### src/rtl/uart_tx_buffer.sv
// uart_tx_buffer: byte FIFO between the to_host MMIO write path and UARTTX.
// Buffers pushed bytes and drains them one at a time over DATA/WE/READY.
//
// Ports:
//   CLK, RST_X          clock, async active-low reset
//   WE, DATA, FLUSH     push request, pushed byte, synchronous clear
//   FULL, EMPTY, COUNT  occupancy status, decoded from the count register
//   DROPPED             saturating count of pushes rejected while full
//   TX_DATA, TX_WE      byte and one-cycle strobe to UARTTX
//   TX_READY            UARTTX ready
module uart_tx_buffer #(
    parameter int DEPTH_LOG = 4,
    parameter int GUARD     = 2
) (
    input  logic                 CLK,
    input  logic                 RST_X,
    input  logic                 WE,
    input  logic [7:0]           DATA,
    input  logic                 FLUSH,
    output logic                 FULL,
    output logic                 EMPTY,
    output logic [DEPTH_LOG:0]   COUNT,
    output logic [15:0]          DROPPED,
    output logic [7:0]           TX_DATA,
    output logic                 TX_WE,
    input  logic                 TX_READY
);

    localparam int DEPTH = 1 << DEPTH_LOG;
    localparam int GW    = (GUARD > 1) ? $clog2(GUARD) : 1;

    localparam logic [DEPTH_LOG:0] CNT_FULL = {1'b1, {DEPTH_LOG{1'b0}}};
    localparam logic [GW-1:0]      GUARD_INIT = GW'(GUARD - 1);

    typedef enum logic [1:0] {
        S_IDLE,
        S_SEND,
        S_HOLD
    } state_e;

    state_e               state_q, state_d;
    logic [7:0]           mem_q [DEPTH];
    logic [DEPTH_LOG-1:0] wr_ptr_q, wr_ptr_d;
    logic [DEPTH_LOG-1:0] rd_ptr_q, rd_ptr_d;
    logic [DEPTH_LOG:0]   count_q, count_d;
    logic [15:0]          dropped_q, dropped_d;
    logic [7:0]           tx_data_q, tx_data_d;
    logic [GW-1:0]        guard_q, guard_d;

    logic full;
    logic empty;
    logic push;
    logic drop;
    logic pop;

    // Full is judged on the pre-edge count, so a pop in the same
    // cycle does not make room for a push.
    assign full  = (count_q == CNT_FULL);
    assign empty = (count_q == '0);
    assign push  = WE && !full && !FLUSH;
    assign drop  = WE && full && !FLUSH;
    assign pop   = (state_q == S_IDLE) && !empty && TX_READY && !FLUSH;

    always_comb begin
        wr_ptr_d  = wr_ptr_q;
        rd_ptr_d  = rd_ptr_q;
        count_d   = count_q;
        dropped_d = dropped_q;
        if (FLUSH) begin
            wr_ptr_d = '0;
            rd_ptr_d = '0;
            count_d  = '0;
        end else begin
            if (push) begin
                wr_ptr_d = wr_ptr_q + 1'b1;
            end
            if (pop) begin
                rd_ptr_d = rd_ptr_q + 1'b1;
            end
            unique case ({push, pop})
                2'b10:   count_d = count_q + 1'b1;
                2'b01:   count_d = count_q - 1'b1;
                default: count_d = count_q;
            endcase
        end
        if (drop && (dropped_q != 16'hFFFF)) begin
            dropped_d = dropped_q + 16'd1;
        end
    end

    // Drain FSM. HOLD masks TX_READY for GUARD cycles so the
    // registered READY fall inside UARTTX is not mistaken for idle.
    always_comb begin
        state_d   = state_q;
        guard_d   = guard_q;
        tx_data_d = tx_data_q;
        unique case (state_q)
            S_IDLE: begin
                if (pop) begin
                    tx_data_d = mem_q[rd_ptr_q];
                    state_d   = S_SEND;
                end
            end
            S_SEND: begin
                guard_d = GUARD_INIT;
                state_d = S_HOLD;
            end
            S_HOLD: begin
                if (guard_q == '0) begin
                    state_d = S_IDLE;
                end else begin
                    guard_d = guard_q - 1'b1;
                end
            end
            default: begin
                state_d = S_IDLE;
            end
        endcase
    end

    always_ff @(posedge CLK or negedge RST_X) begin
        if (!RST_X) begin
            state_q   <= S_IDLE;
            wr_ptr_q  <= '0;
            rd_ptr_q  <= '0;
            count_q   <= '0;
            dropped_q <= '0;
            tx_data_q <= '0;
            guard_q   <= '0;
        end else begin
            state_q   <= state_d;
            wr_ptr_q  <= wr_ptr_d;
            rd_ptr_q  <= rd_ptr_d;
            count_q   <= count_d;
            dropped_q <= dropped_d;
            tx_data_q <= tx_data_d;
            guard_q   <= guard_d;
        end
    end

    // Storage needs no reset: reads are gated by the count.
    always_ff @(posedge CLK) begin
        if (push) begin
            mem_q[wr_ptr_q] <= DATA;
        end
    end

    assign FULL    = full;
    assign EMPTY   = empty;
    assign COUNT   = count_q;
    assign DROPPED = dropped_q;
    assign TX_DATA = tx_data_q;
    assign TX_WE   = (state_q == S_SEND);

endmodule

### config.mk
export PLATFORM = sky130hd
export DESIGN_NAME = uart_tx_buffer
export DESIGN_NICKNAME = d
export VERILOG_FILES = /design/src/rtl/uart_tx_buffer.sv
export SDC_FILE = /design/constraint.sdc
export NUM_CORES = 1
export LEC_CHECK = 0
export CAP_MARGIN = 20
export CELL_PAD_IN_SITES_DETAIL_PLACEMENT = 1
export CELL_PAD_IN_SITES_GLOBAL_PLACEMENT = 2
export CORE_ASPECT_RATIO = 1.4
export CORE_MARGIN = 8
export CORE_UTILIZATION = 48
export CTS_CLUSTER_SIZE = 40
export DETAILED_ROUTE_END_ITERATION = 7
export GPL_TIMING_DRIVEN = 1
export PLACE_DENSITY = 0.82
export SYNTH_ARGS = -nofsm -noshare
export SYNTH_HDL_FRONTEND = slang
export SYNTH_SLANG_ARGS = --single-unit
### constraint.sdc
create_clock -name CLK -period 7.05 [get_ports CLK]
set_input_delay 1.41 -clock CLK [delete_from_list [all_inputs] [get_ports CLK]]
set_output_delay 1.41 -clock CLK [all_outputs]
set_load 0.05 [all_outputs]
Word level (Yosys, flattened, before mapping)
Memories as Yosys holds them, arrays and structs flattened. A register that Yosys moved wholly into a read port is not among the register bits.
Cells that the tools add are included.
{ "totals": {"input_bits": 13, "elab_cells": 54, "mem_bits_rw": 128, "output_inout_bits": 32, "ff_bits": 32, "mem_count": 1} }
{ "classes": {"n_addsub": 6, "n_mux": 13, "n_reduce_logical": 20, "eq_ne": 8} }
{ "mem_list": {"columns": ["name", "depth", "width", "rd", "rd_clocked_by_memory_dff", "wr", "line_no", "source"], "rows": [
  ["mem_q", 16, 8, 1, 1, 1, "42", "logic [7:0] mem_q [DEPTH];"]
]} }
{ "op_table": {"columns": ["cell", "n"], "rows": [
  ["adder 16 x 1 -> 16 bit (second input constant)", 1],
  ["2-to-1 mux 4 bit", 4],
  ["!= test 16 bit (second input constant)", 1],
  ["case mux 5 bit (2 select lines)", 1],
  ["adder 4 x 1 -> 4 bit (second input constant)", 2],
  ["logical AND 1 bit", 8],
  ["case mux 2 bit (3 select lines)", 1],
  ["nonzero test 2 bit", 3],
  ["adder 5 x 1 -> 5 bit (second input constant)", 1],
  ["equality test 5 bit (second input constant)", 1],
  ["zero test 5 bit", 1],
  ["2-to-1 mux 5 bit", 1],
  ["subtractor 5 x 1 -> 5 bit (second input constant)", 1],
  ["equality test 2 x 1 -> 1 bit (second input constant)", 2],
  ["equality test 2 bit (second input constant)", 2],
  ["zero test 1 bit", 4],
  ["2-to-1 mux 2 bit", 2],
  ["!= test 2 bit (second input constant)", 2],
  ["AND reduction 2 bit", 2],
  ["2-to-1 mux 1 bit", 3],
  ["nonzero test 3 bit", 1],
  ["zero test 2 bit", 1],
  ["case mux 1 bit (2 select lines)", 1],
  ["subtractor 1 bit (second input constant)", 1]
]} }

Logic depth before layout (Yosys ltp)
{ "depth": {"depth_word": 8, "depth_mapped": 13, "ltp_nobuf": 12} }

Worst setup path after synthesis
Ideal clock, no wire load.
{ "synth_path": {"path_type": "in2reg", "from": "input port FLUSH", "to": "register count_q[4] (netlist: COUNT[4])", "arrival_time_ps": 3527, "path_stages": 11, "setup_time_ps": 131, "path_slack_ps": 3392, "t_required_ps": 6919, "path_cell_list": "clkbuf_1 -> a211oi_2 -> clkbuf_1 -> nand2_1 -> inv_1 -> ha_1 -> nor2b_1 -> o21a_1 -> nor4_1 -> o21ai_0 -> nor3b_1"} }
{ "synth_between": {"elab_chain_len": 5, "word_cells_on_any_way": 8} }
{ "synth_lines": {"columns": ["element", "line_no", "source"], "rows": [
  ["start: declaration", "19", "input logic FLUSH,"],
  ["zero test 1 bit", "60, 62", null],
  ["logical AND 1 bit, on equally long branches", "62, 60", null],
  ["equality test 2 x 1 -> 1 bit or equality test 2 bit (tied branches)", "80", "unique case ({push, pop})"],
  ["case mux 5 bit (2 select lines)", "80", null],
  ["2-to-1 mux 5 bit", "69", "if (FLUSH) begin"],
  ["end signal: assignment", "134", "count_q <= count_d;"],
  ["end: declaration", "45", "logic [DEPTH_LOG:0] count_q, count_d;"]
]} }
Parallel ways exist; a longest one is shown, timed or not.
A chain may end at the register's enable or synchronous reset.

Worst setup path after layout
{ "layout_path": {"from": "register count_q[1] (netlist: COUNT[1])", "to": "output port FULL"} }
{ "layout_between": {"elab_chain_len": 1} }
{ "layout_lines": {"columns": ["element", "line_no", "source"], "rows": [
  ["equality test 5 bit", "58", "assign full = (count_q == CNT_FULL);"],
  ["end: declaration", "20", "output logic FULL,"]
]} }
No other way between the ends.

==> out/qor.csv <==
metric,value,unit
# IOs,45,
Synth-to-Final Area Change,16.9,%
antenna diode count,0,
via count,3739,
CTS hold repair buffers,0,
post-DR vias/cell,5.64,
combinational power share,20.2,%
Slew Limit Fails,0,
Filler cells,1325,
leakage power total,0.00279,µW
final setup vio count,0,
"commonest non-fill, non-tap cell in the layout",edfxtp_1,
multi-input logic area,0.00200,mm²
Setup crit start kind,flip-flop,
Net Sw Frac,30.2,%
Chip Width,118,µm
antenna violation net count after detailed routing,0,
setup TNS,0,ns
post-synthesis register bit count,168,
syn nets,435,
CTS Root Cell,clkbuf_16,
final wirelength,14800,µm
Reg2Reg Depth,10,
height of the die,158,µm
Post-CTS Setup Bufs,0,
Detail Placement HPWL,10100,µm
final hold vios,0,
max_cap viols,0,
hold_sp,DROPPED[9],
hold_ws,0.494,ns
Core ar.,0.0143,mm²
Mapped Cells,408,
maximum clock frequency,0.252,GHz
status,completed,
clock slew seen by the registers of the worst setup and hold paths,0.07,ns
GPL Wtd Cong,0.745,
sequential share of power,46.5,%
reg2reg end,COUNT[4],
FP Rows,52,
post-synthesis cell area,0.00695,mm²
Inserted Clock Buffers,17,
maximum vdd drop,0.281,mV
global-route usage over all layers,16.8,%
fin crit share,56.3,%
drt first-iter violations,199,
top_reg_cell synth,edfxtp_1,
CTS tree,built,
CTS sink cnt,168,
FF/Latch Area,0.00485,mm²
RSZ-0062 raised after global routing,false,
worst hold stages,1,
critical path peak fanout,6,
Hold Path End,DROPPED[9],
layout cells sized above 1,18.8,%
remaining routing DRC violations,0,
Synth async-reset ratio,23.8,%
final critical path time including I/O delays and setup,3.97,ns
H-tree Lvls,4,
Int Pwr,1770,µW
clock buffer depth,2,
Die ar.,0.0186,mm²
P per Cell Area,312,mW/mm²
worst slew pin tran,0.940,ns
Worst path max stage delay,0.82,ns
most frequent cells in the layout,"128 x edfxtp_1, 43 x clkdlybuf4s50_1, 38 x dfrtp_1, 32 x mux4_2, 28 x nor2_1",
"EDFF count, synth",128,
layout net count,488,
r2r setup slk,3.96,ns
starting density of the core,48.5,%
register area share after synthesis,69.7,%
Clock Power Share,33.3,%
Setup crit start,COUNT[1],
worst setup path class,flip-flop to primary output,
Critical Path Slowest Stage Cell,clkdlybuf4s50_1,
crit end category,primary output,
Syn. warnings,0,
clk_lat worst skew,0.43,ns
final non-filler cell total,663,
first-pass GRT wire length,23300,µm
Port Buf Inserts,44,
vias in the first global route,4114,
Psw,764,µW
grt total ovfl,0,
Mean Syn Cell Area,17.0,µm²
RR Startpoint,COUNT[1],
CP Cell Sequence,"or4_2, nor2_1, clkdlybuf4s50_1",
crit path DAT,2.56,ns
Slew HR,37.3,%
Setup Skew,0.00755,ns
HP Class,flip-flop to flip-flop,
# placed instances,630,
total chip power,2530,µW
DR pass1 iterations,4,
post-synth cell types,42,
largest net degree at the start of global routing,41,
Resized cells post-CTS,0,
Crit path required time,5.64,ns
DR WL/cell,22.3,µm
initial antenna violation count,0,
-- power groups by stage --
stage / Clock (µW) / Sequential, µW / Combinational, µW
6_report: 843 / 1180 / 512
4_1_cts: 862 / 1180 / 520
3_5_place_dp: 0 / 1200 / 516
5_1_grt: 891 / 1180 / 553
2_1_floorplan: 0 / 1290 / 237
3_3_place_gp: 0 / 1200 / 497
-- kinds of logic after synthesis --
kind of cell | after synthesis | synth area share, %
compound gates | 43 | 4.29
xor+xnor | 20 | 2.52
mux | 48 | 12.9
fa+ha+maj | 14 | 2.63
simple gates | 89 | 6.39
flops | 168 | 69.7
buf+inv | 26 | 1.57
-- metal layers --
| layer | global-route usage [%] | share of wire (%) |
|---|---|---|
| met2 | 30.5 | 54 |
| met4 | 6.92 | 2.0 |
| met1 | 18.2 | 40 |
| met3 | 4.86 | 3.8 |
| met5 | 0 | 0 |
-- critical path, delay by kind of cell, from the launching register on --
kind,cells,cell delay [ns]
flops,1,0.47
buf+inv,1,0.82
simple gates,2,0.84
-- final cells by class --
| class | count | share of cell area [%] |
|---|---|---|
| clock inverters | 13 | 1.19 |
| clock buffers | 19 | 5.33 |
| multi-input cells | 214 | 24.6 |
| inverters | 10 | 0.462 |
| well taps | 189 | 2.91 |
| repair buffers | 50 | 5.91 |
| flip-flops and latches | 168 | 59.6 |
-- per-stage QoR --
stage	instance area, µm²	worst slack, ns	utilization (%)
after floorplan	6950	3.39	-
after global placement	7570	2.23	52.9
after detailed placement	7590	2.02	53.0
after CTS	8120	2.49	56.7
after global routing	8130	3.01	56.8
final	8130	3.08	56.8
-- cells in the mapped netlist, types with 2 or more instances --
| cell | instances | area share [%] |
|---|---|---|
| a211oi_1 | 2 | 0.22 |
| a21o_2 | 2 | 0.25 |
| a21oi_1 | 13 | 0.94 |
| and3_1 | 3 | 0.27 |
| and4_1 | 2 | 0.25 |
| buf_1 | 2 | 0.11 |
| buf_2 | 3 | 0.22 |
| buf_4 | 2 | 0.22 |
| clkbuf_1 | 9 | 0.49 |
| dfrtp_1 | 40 | 14 |
| edfxtp_1 | 128 | 55 |
| ha_1 | 13 | 2.3 |
| inv_1 | 10 | 0.54 |
| mux2_2 | 12 | 1.9 |
| mux2i_1 | 4 | 0.58 |
| mux4_2 | 32 | 10 |
| nand2_1 | 20 | 1.1 |
| nand2b_1 | 4 | 0.36 |
| nand3_1 | 6 | 0.43 |
| nand4_1 | 5 | 0.45 |
| nor2_1 | 28 | 1.5 |
| nor2b_1 | 3 | 0.27 |
| nor3_1 | 8 | 0.58 |
| nor4_1 | 4 | 0.36 |
| o21ai_0 | 2 | 0.14 |
| o22ai_1 | 16 | 1.4 |
| o31ai_1 | 2 | 0.22 |
| xnor2_1 | 12 | 1.5 |
| xor2_1 | 8 | 1.0 |
-- sequential cells by signal, summed over array words and instances (netlist names) --
name and cells:
COUNT 5, DROPPED 16, TX_DATA 8, guard_q 1, mem_q 128, rd_ptr_q 4, state_q 2, wr_ptr_q 4
-- how the worst max path moves through the flow --
stage / cells past startpoint / slack [ns] / to
after floorplan: 11 / 3.39 / COUNT[4]
after detailed placement: 10 / 2.02 / COUNT[4]
after global placement: 10 / 2.23 / COUNT[4]
final: 3 / 3.08 / FULL
after CTS: 10 / 2.49 / COUNT[4]
after global routing: 3 / 3.01 / EMPTY
No activity file was read; power rests on OpenSTA's default activity.
